<file path="src/rtl/cordic_pkg.sv">
// Shared CORDIC definitions for the rotation and vectoring blocks.
// Angles are 32-bit binary angles: 2^32 = 360 degrees.
// The ATAN table holds atan(2^-i) in binary-angle units.
package cordic_pkg;

    localparam int CORDIC_ITER = 16;
    localparam int ANGLE_W     = 32;
    localparam int DATA_W      = 16;
    // Two guard bits cover the sqrt(2) * 1.647 growth of the vector.
    localparam int XY_W        = DATA_W + 2;
    localparam int CNT_W       = $clog2(CORDIC_ITER);

    localparam logic [ANGLE_W-1:0] ANG_90  = 32'h4000_0000;
    localparam logic [ANGLE_W-1:0] ANG_M90 = 32'hC000_0000;

    localparam logic [ANGLE_W-1:0] ATAN [0:CORDIC_ITER-1] = '{
        32'h2000_0000, 32'h12E4_051E, 32'h09FB_385B, 32'h0511_11D4,
        32'h028B_0D43, 32'h0145_D7E1, 32'h00A2_F61E, 32'h0051_7C55,
        32'h0028_BE53, 32'h0014_5F2F, 32'h000A_2F98, 32'h0005_17CC,
        32'h0002_8BE6, 32'h0001_45F3, 32'h0000_A2FA, 32'h0000_517D
    };

    typedef enum logic [1:0] {
        ST_IDLE = 2'd0,
        ST_ITER = 2'd1,
        ST_DONE = 2'd2
    } vec_state_t;

    function automatic logic [ANGLE_W-1:0] atan_lut(input logic [CNT_W-1:0] idx);
        return ATAN[idx];
    endfunction

endpackage

</file>
<file path="src/rtl/cordic_vec_stage.sv">
// One vectoring-mode CORDIC micro-rotation (purely combinational).
// Drives y toward zero: the rotation direction follows the sign of y,
// and z accumulates the angle that has been rotated away.
// Ports:
//   x, y, z, i              current vector, angle accumulator, iteration index
//   x_next, y_next, z_next  values after this micro-rotation
module cordic_vec_stage
    import cordic_pkg::*;
(
    input  logic signed [XY_W-1:0]    x,
    input  logic signed [XY_W-1:0]    y,
    input  logic        [ANGLE_W-1:0] z,
    input  logic        [CNT_W-1:0]   i,
    output logic signed [XY_W-1:0]    x_next,
    output logic signed [XY_W-1:0]    y_next,
    output logic        [ANGLE_W-1:0] z_next
);

    logic signed [XY_W-1:0] x_sh;
    logic signed [XY_W-1:0] y_sh;

    always_comb begin
        x_sh = x >>> i;
        y_sh = y >>> i;
        if (!y[XY_W-1]) begin
            x_next = x + y_sh;
            y_next = y - x_sh;
            z_next = z + atan_lut(i);
        end else begin
            x_next = x - y_sh;
            y_next = y + x_sh;
            z_next = z - atan_lut(i);
        end
    end

endmodule

</file>
<file path="src/rtl/cordic_vectoring.sv">
// Iterative vectoring-mode CORDIC: (xin, yin) -> gain-scaled magnitude and
// atan2(yin, xin) as a 32-bit binary angle. One micro-rotation per clock.
// Ports:
//   clock, reset   rising-edge clock, synchronous active-high reset
//   start          request, sampled only while idle
//   xin, yin       signed 16-bit input vector
//   busy           high from the accept edge until done is raised
//   done           one-cycle pulse, mag/angle valid (and held afterwards)
//   mag            unsigned magnitude, ~1.64676 * sqrt(x^2 + y^2)
//   angle          signed binary angle, 0x40000000 = +90 degrees
module cordic_vectoring
    import cordic_pkg::*;
#(
    parameter int ITER = CORDIC_ITER
)(
    input  logic                     clock,
    input  logic                     reset,
    input  logic                     start,
    input  logic signed [DATA_W-1:0] xin,
    input  logic signed [DATA_W-1:0] yin,
    output logic                     busy,
    output logic                     done,
    output logic        [DATA_W:0]   mag,
    output logic        [ANGLE_W-1:0] angle
);

    vec_state_t state;
    vec_state_t state_next;

    logic signed [XY_W-1:0]    x;
    logic signed [XY_W-1:0]    y;
    logic        [ANGLE_W-1:0] z;
    logic        [CNT_W-1:0]   i;

    logic signed [XY_W-1:0]    x_next;
    logic signed [XY_W-1:0]    y_next;
    logic        [ANGLE_W-1:0] z_next;

    logic signed [XY_W-1:0]    xe;
    logic signed [XY_W-1:0]    ye;
    logic signed [XY_W-1:0]    x_pre;
    logic signed [XY_W-1:0]    y_pre;
    logic        [ANGLE_W-1:0] z_pre;

    logic last_iter;

    assign xe        = {{(XY_W-DATA_W){xin[DATA_W-1]}}, xin};
    assign ye        = {{(XY_W-DATA_W){yin[DATA_W-1]}}, yin};
    assign last_iter = (i == CNT_W'(ITER - 1));

    // Quadrant pre-rotation: fold the left half-plane into the right one by
    // +/-90 degrees so the micro-rotations only need to cover +/-99.9 degrees.
    always_comb begin
        if (!xin[DATA_W-1]) begin
            x_pre = xe;
            y_pre = ye;
            z_pre = '0;
        end else if (!yin[DATA_W-1]) begin
            x_pre = ye;
            y_pre = -xe;
            z_pre = ANG_90;
        end else begin
            x_pre = -ye;
            y_pre = xe;
            z_pre = ANG_M90;
        end
    end

    cordic_vec_stage u_stage (
        .x      (x),
        .y      (y),
        .z      (z),
        .i      (i),
        .x_next (x_next),
        .y_next (y_next),
        .z_next (z_next)
    );

    // Control state register
    always_ff @(posedge clock) begin
        if (reset) begin
            state <= ST_IDLE;
        end else begin
            state <= state_next;
        end
    end

    always_comb begin
        state_next = state;
        case (state)
            ST_IDLE: if (start)     state_next = ST_ITER;
            ST_ITER: if (last_iter) state_next = ST_DONE;
            ST_DONE:                state_next = ST_IDLE;
            default:                state_next = ST_IDLE;
        endcase
    end

    // Datapath: accept / iterate / publish
    always_ff @(posedge clock) begin
        if (reset) begin
            x     <= '0;
            y     <= '0;
            z     <= '0;
            i     <= '0;
            busy  <= 1'b0;
            done  <= 1'b0;
            mag   <= '0;
            angle <= '0;
        end else begin
            done <= 1'b0;
            case (state)
                ST_IDLE: begin
                    if (start) begin
                        x    <= x_pre;
                        y    <= y_pre;
                        z    <= z_pre;
                        i    <= '0;
                        busy <= 1'b1;
                    end
                end
                ST_ITER: begin
                    x <= x_next;
                    y <= y_next;
                    z <= z_next;
                    i <= i + 1'b1;
                end
                ST_DONE: begin
                    // x is non-negative after pre-rotation, so the sign bit is dropped.
                    mag   <= x[DATA_W:0];
                    angle <= z;
                    done  <= 1'b1;
                    busy  <= 1'b0;
                end
                default: ;
            endcase
        end
    end

endmodule

</file>
<file path="config.mk">
export PLATFORM = sky130hd
export DESIGN_NAME = cordic_vectoring
export DESIGN_NICKNAME = d
export VERILOG_FILES = /design/src/rtl/cordic_pkg.sv /design/src/rtl/cordic_vec_stage.sv /design/src/rtl/cordic_vectoring.sv
export SDC_FILE = /design/constraint.sdc
export NUM_CORES = 1
export LEC_CHECK = 0
export ABC_AREA = 1
export BUFFER_PORTS_ARGS = -buffer_cell sky130_fd_sc_hd__buf_2
export CAP_MARGIN = 15
export CORE_MARGIN = 1
export CORE_UTILIZATION = 55
export DETAILED_ROUTE_END_ITERATION = 10
export PLACE_DENSITY = 0.75
export SETUP_SLACK_MARGIN = 0.02
export SLEW_MARGIN = 20
export SYNTH_ARGS = -nofsm -noshare
export SYNTH_HDL_FRONTEND = slang
export SYNTH_HIERARCHICAL = 1
export SYNTH_SLANG_ARGS = --single-unit
</file>
<file path="constraint.sdc">
create_clock -name clock -period 4.2 [get_ports clock]
set_clock_uncertainty 0.15 [all_clocks]
set_input_delay 0.21 -clock clock [delete_from_list [all_inputs] [get_ports clock]]
set_output_delay 0.21 -clock clock [all_outputs]
set_load 0.02 [all_outputs]
</file>
* After elaboration in Yosys (flattened, before gate mapping) *
Memories as Yosys holds them, arrays and structs flattened.
Cells that the tools add are included.

storage, ports and cells
  register bits = 125
  bits in read-only memories = 512
  input bits = 35
  logic and storage cells = 59
  memories = 1

operators by class
  $add $sub $neg = 9
  order comparisons = 1
  eq/ne operators = 5
  shift operators = 2
  multiplexer cells = 25
  bitwise logic cells = 1
  reduce and logical (&&, ||, !) cells = 6

memory list
  name             words  bits a word  rd ports  clocked after Yosys merged registers in  write ports  line              text
  (no name shown)  16     32           1         0                                        0            cordic_pkg.sv:30  return ATAN[idx];

operators by type and width
  operator             count
  $mux 32              6
  $mux 18              8
  $pmux 18 s2          2
  $pmux 32 s2          1
  $add 18x18->18       2
  $neg 16->18          2
  $sshr 18x4->18       2
  $sub 18x18->18       2
  $add 32x32->32       1
  $sub 32x32->32       1
  $pmux 4 s2           1
  $reduce_and 2->1     3
  $ge 5x5->1 const B   1
  $not 4->5            1
  $add 4x1->4 const B  1
  $eq 4x4->1 const B   1
  $mux 2               2
  $mux 4               1
  $ne 2x2->1 const B   2
  $pmux 2 s2           1
  $reduce_bool 2->1    2
  $eq 2x1->1 const B   1
  $eq 2x2->1 const B   1
  $logic_not 2->1      1
  other kinds (2)      3

* Depth between registers and ports, before layout *
  depth in word-level cells = 7
  gate-level depth with buffers = 31
  depth with buffers taken out = 29

* By module *
The synthesis kept the hierarchy.

by module, submodules not included
  module            instances  cells each  area an instance (um2)
  cordic_vec_stage  1          1283        6939.2
  cordic_vectoring  1          762         5600.4

* Least setup slack after synthesis *
Ideal clock, no wire load.

  path type = reg2reg
  start point = reg i[0]
  end point = reg z[25]
  library setup time = 0.128 ns
  arrival time = 3.837 ns
  required time = 3.922 ns
  setup slack = 0.086 ns
  stages on the path, launching flop included = 27
  path buffers = 3
  clock period less this slack = 4.114 ns
  path through = dfxtp_1 -> buf_6 -> inv_2 -> buf_6 -> buf_6 -> ha_1 -> nand2_1 -> o21ai_0 -> nand2_1 -> o21ai_1 -> inv_1 -> ha_1 -> inv_1 -> nor2_1 -> nand2_1 -> nand2_2 -> nand3_4 -> xnor2_1 -> ha_1 -> nand2_1 -> nor4_1 -> nand3_1 -> nand3_1 -> a21oi_1 -> xnor2_1 -> a22oi_1 -> nor2_1

on the way
  cells in the longest elaborated chain, start to end = 7
  elaborated cells between the ends (all ways) = 8
  classes of those cells = add/sub: 2; mux: 4; bitwise: 1; memory: 1

RTL lines
  what                                              line                                            text
  start: declaration                                cordic_vectoring.sv:33                          logic [CNT_W-1:0] i;
  start signal: assignment                          cordic_vectoring.sv:125                         i <= i + 1'b1;
  $not 4->5 (not written as such) *                 cordic_pkg.sv:30
  $mem_v2 16x32 *                                   n/a
  $mux 32 (not written as such) * (2 in a row)      cordic_pkg.sv:30
  $add 32x32->32 or $sub 32x32->32 (tied branches)  cordic_vec_stage.sv:28, cordic_vec_stage.sv:32
  $mux 32 *                                         cordic_vec_stage.sv:25                          if (!y[XY_W-1]) begin
  net z_next[25]                                    cordic_vectoring.sv:37                          logic [ANGLE_W-1:0] z_next;
  $pmux 32 s2 *                                     cordic_vectoring.sv:111                         case (state)
  end signal: assignment                            cordic_vectoring.sv:116                         z <= z_pre;
  end signal: assignment                            cordic_vectoring.sv:124                         z <= z_next;
  end: declaration                                  cordic_vectoring.sv:32                          logic [ANGLE_W-1:0] z;

Mark *: on every way through the listed nets, which the timed path passes. The rest lies on a longest branch. The select of a mux whose other input is x is not followed.
A chain may end at the register's enable or synchronous reset.

* Final worst setup path *
  start point = reg i[0]
  end point = reg z[23]

Same word-level chain as after synthesis.

==> impl_metrics.yaml <==
grt:
  use_met2_pct: 64.6
  use_met1_pct: 41.7
  grt_overflow_total: 0
  grt_pass1_wl_mm: 67.1
  grt_max_degree: 51
  grtUsageTotal_pct: 35.7
  antenna_found_initial: 0
  first_global_vias: 13300
  use_met3_pct: 4.62
  busiest_layer: "met2"
drt:
  viasPerCell: 5.88
  antenna_left: 0
  totalWireLength_mm: 43.5
  drcViolationCount: 0
  drtIter0Drc: 1381
  wl_per_cell_um: 17.6
  num_vias: 14600
  dr.pass1.iters: 8
final_layout:
  final_cell_area_um2: 14900
  final_util_pct: 67.6
  layout_common_cells: "nand2_1 (603), nand3_1 (231), inv_1 (157)"
  drive_above_1_share_pct: 17.7
  area_growth_syn_to_layout_pct: 19.1
  final_common_cell: "nand2_1"
  diodes: 0
  n_fill_cell: 2044
  layout.nets: 2299
floorplanning:
  die_w_um: 153
  initial_utilization_pct: 56.8
  die_h_um: 153
  die_area_um2: 23400
  row_count: 54
  io_pins: 86
  core-area_um2: 22100
critical_path:
  critPathLaunchType: "flop"
  cp_data_arrival_time_ns: 4.23
  cp_max_fo: 16
  crit_path_end_kind: "flop"
  crit_type: "flop to flop"
  worstPathRequired_ns: 4.37
placement:
  dp_hpwl_mm: 31.8
  io_buffers: 85
  routabilityCongestion: 0.992
  dpl_cell_area_um2: 13500
power:
  power_mw: 8.70
  p_leak_nw: 7.58
  ir_drop_v: 0.000426
  swShare_pct: 49.4
  power.density_nw_per_um2: 582
  switchingPower_mw: 4.29
  p_seq_share_pct: 17.9
  power.internal_mw: 4.40
  clockPowerShare_pct: 17.8
  comb_power_share_pct: 64.3
timing:
  finalCritPeriodShare_pct: 96.7
  timing.fmax_mhz: 246
  setup_violations: 0
  final-hold-violation-count: 0
  rsz0062_at_grt: "yes"
  slew_violations: 0
  fin_crit_ns: 4.06
  relSlewSlack_pct: 49.5
  holdWs_ns: 0.00770
  worstMarginPinSlew_ns: 0.753
  fin_tns_setup_ns: 0
yosys:
  yosysTopAreaCell: "dfxtp_1"
  syn-cell-area_um2: 12500
  syn_inst: 2045
  seq_area_frac_synth_pct: 20.0
  async_reset_ff_share_pct: 0
  synth_nets: 2162
  netlist.area_leader.share_pct: 20.0
  synth_area_leaders: "dfxtp_1 (20%), nand2_1 (18%), nand3_1 (9.3%)"
  yosys_most_used_dff: "dfxtp_1"
  yosysWarnings: 6
  synth.lib_cells_used.distinct: 55
  synth_edf_count: 0
  ys_ff_latch: 125
  syn_area_per_cell_um2: 6.13
clocking:
  cts_max_path_buffers: 2
  tritoncts: "yes"
  ctsHtreeMaxLevel: 4
  insertion_delay_ns: 0.45
  clock_sinks: 125
  cts_buffers: 17
  cts_root_buf: "clkbuf_16"
  path_clk_slew_ns: 0.07
status:
  status: "completed"
job:
  maxCapViolations: 0
worst_hold_path:
  min_path_type: "primary input to flop"
[Yosys cell counts (5+ instances only)]
library cell	n
nand2_1	616
nand3_1	233
nor2_1	164
inv_1	160
a21oi_1	150
dfxtp_1	125
ha_1	79
o21ai_0	78
xor2_1	74
a22oi_1	55
buf_2	38
xnor2_1	32
o21ai_1	20
clkbuf_1	18
buf_4	15
inv_2	15
a31oi_1	14
nand4_1	14
nor3_1	14
buf_6	12
nand2_2	11
nor2_2	11
buf_1	9
o211ai_1	9
o21bai_1	8
a21o_1	6
nand3b_1	6
nor2_4	5
o21a_1	5
o31ai_1	5
[registers in the layout, summed over array words and instances (netlist names)]
| name | flops |
|---|---|
| mag | 17 |
| state | 2 |
| x | 18 |
| y | 18 |
| done | 1 |
| busy | 1 |
| angle | 32 |
| i | 4 |
| z | 32 |
[metal layers]
metal | routed length [µm] | share of wire [%] | up-vias
met2 | 21400 | 49 | 633
met1 | 17100 | 39 | 6711
li1 | - | - | 7089
met4 | 2100 | 4.8 | 0
met5 | 0 | 0 | -
met3 | 2890 | 6.6 | 130
[metrics by stage]
stage                     setup WS [ns]  instances
after floorplan                  0.0858       2045
after global placement          -0.0583       2414
after detailed placement        -0.0712       2414
after CTS                        0.0248       2448
after global routing             -0.126       2475
final                             0.139       2475
[final timing paths]
path              startpoint   endpoint  slack (ns)  depth (start not counted)
setup / recovery        i[0]      z[23]        0.14                         26
hold / removal        xin[2]       x[2]       0.008                          3
setup reg to reg        i[0]      z[23]        0.14                         26
hold reg to reg    angle[26]  angle[26]        0.31                          2
[area by class of cell]
| class | instances | area, µm² | area share (%) |
|---|---|---|---|
| timing repair buffer | 210 | 1550 | 10.4 |
| clock inverter | 15 | 191 | 1.28 |
| inverter | 177 | 677 | 4.53 |
| sequential | 125 | 2510 | 16.8 |
| multi-input combinational | 1651 | 9230 | 61.8 |
| clock buffer | 17 | 425 | 2.85 |
| tap | 280 | 350 | 2.35 |
[what timing repair did]
item / in CTS / in global routing
hold buffers: 1 / 0
setup endpoints to repair: 4 / 39
hold endpoints to repair: 1 / 0
gates resized for setup: 2 / 138
cloned: 0 / 3
pin swaps: 1 / 29
setup buffers: 1 / 23
[cells by family after synthesis]
group | Yosys count | share of synthesized area (%)
flops | 125 | 20.0
simple gates | 1088 | 36.9
fa+ha+maj | 82 | 8.36
buf+inv | 269 | 9.62
compound gates | 374 | 17.6
xor+xnor | 107 | 7.53
[power groups by stage]
stage	clock [mW]	sequential [mW]	combinational, mW
floorplan	0	1.48	3.66
global placement	0	1.57	4.87
detailed placement	0	1.57	4.92
CTS	1.56	1.55	4.98
global route	1.62	1.57	6.15
finish	1.55	1.56	5.59
[worst max-delay path, cell delays in order, from the launching register on]
cell and delay, ns:
dfxtp_4 0.37, inv_6 0.10, buf_12 0.16, ha_1 0.17, inv_1 0.06, nand2_1 0.09
nand3_1 0.09, o21ai_2 0.08, inv_2 0.08, nor2_2 0.15, nand2_1 0.09, nor2_2 0.10
nand2_1 0.09, nand2_4 0.11, xor2_1 0.25, ha_1 0.34, nand2_1 0.09, nand2_1 0.10
a31oi_4 0.25, o21ai_2 0.10, buf_4 0.14, a21oi_1 0.17, nand2_2 0.10, buf_4 0.15
xor2_1 0.14, a22oi_1 0.17, nor2_1 0.06
Power figures use the tool's default switching activity.
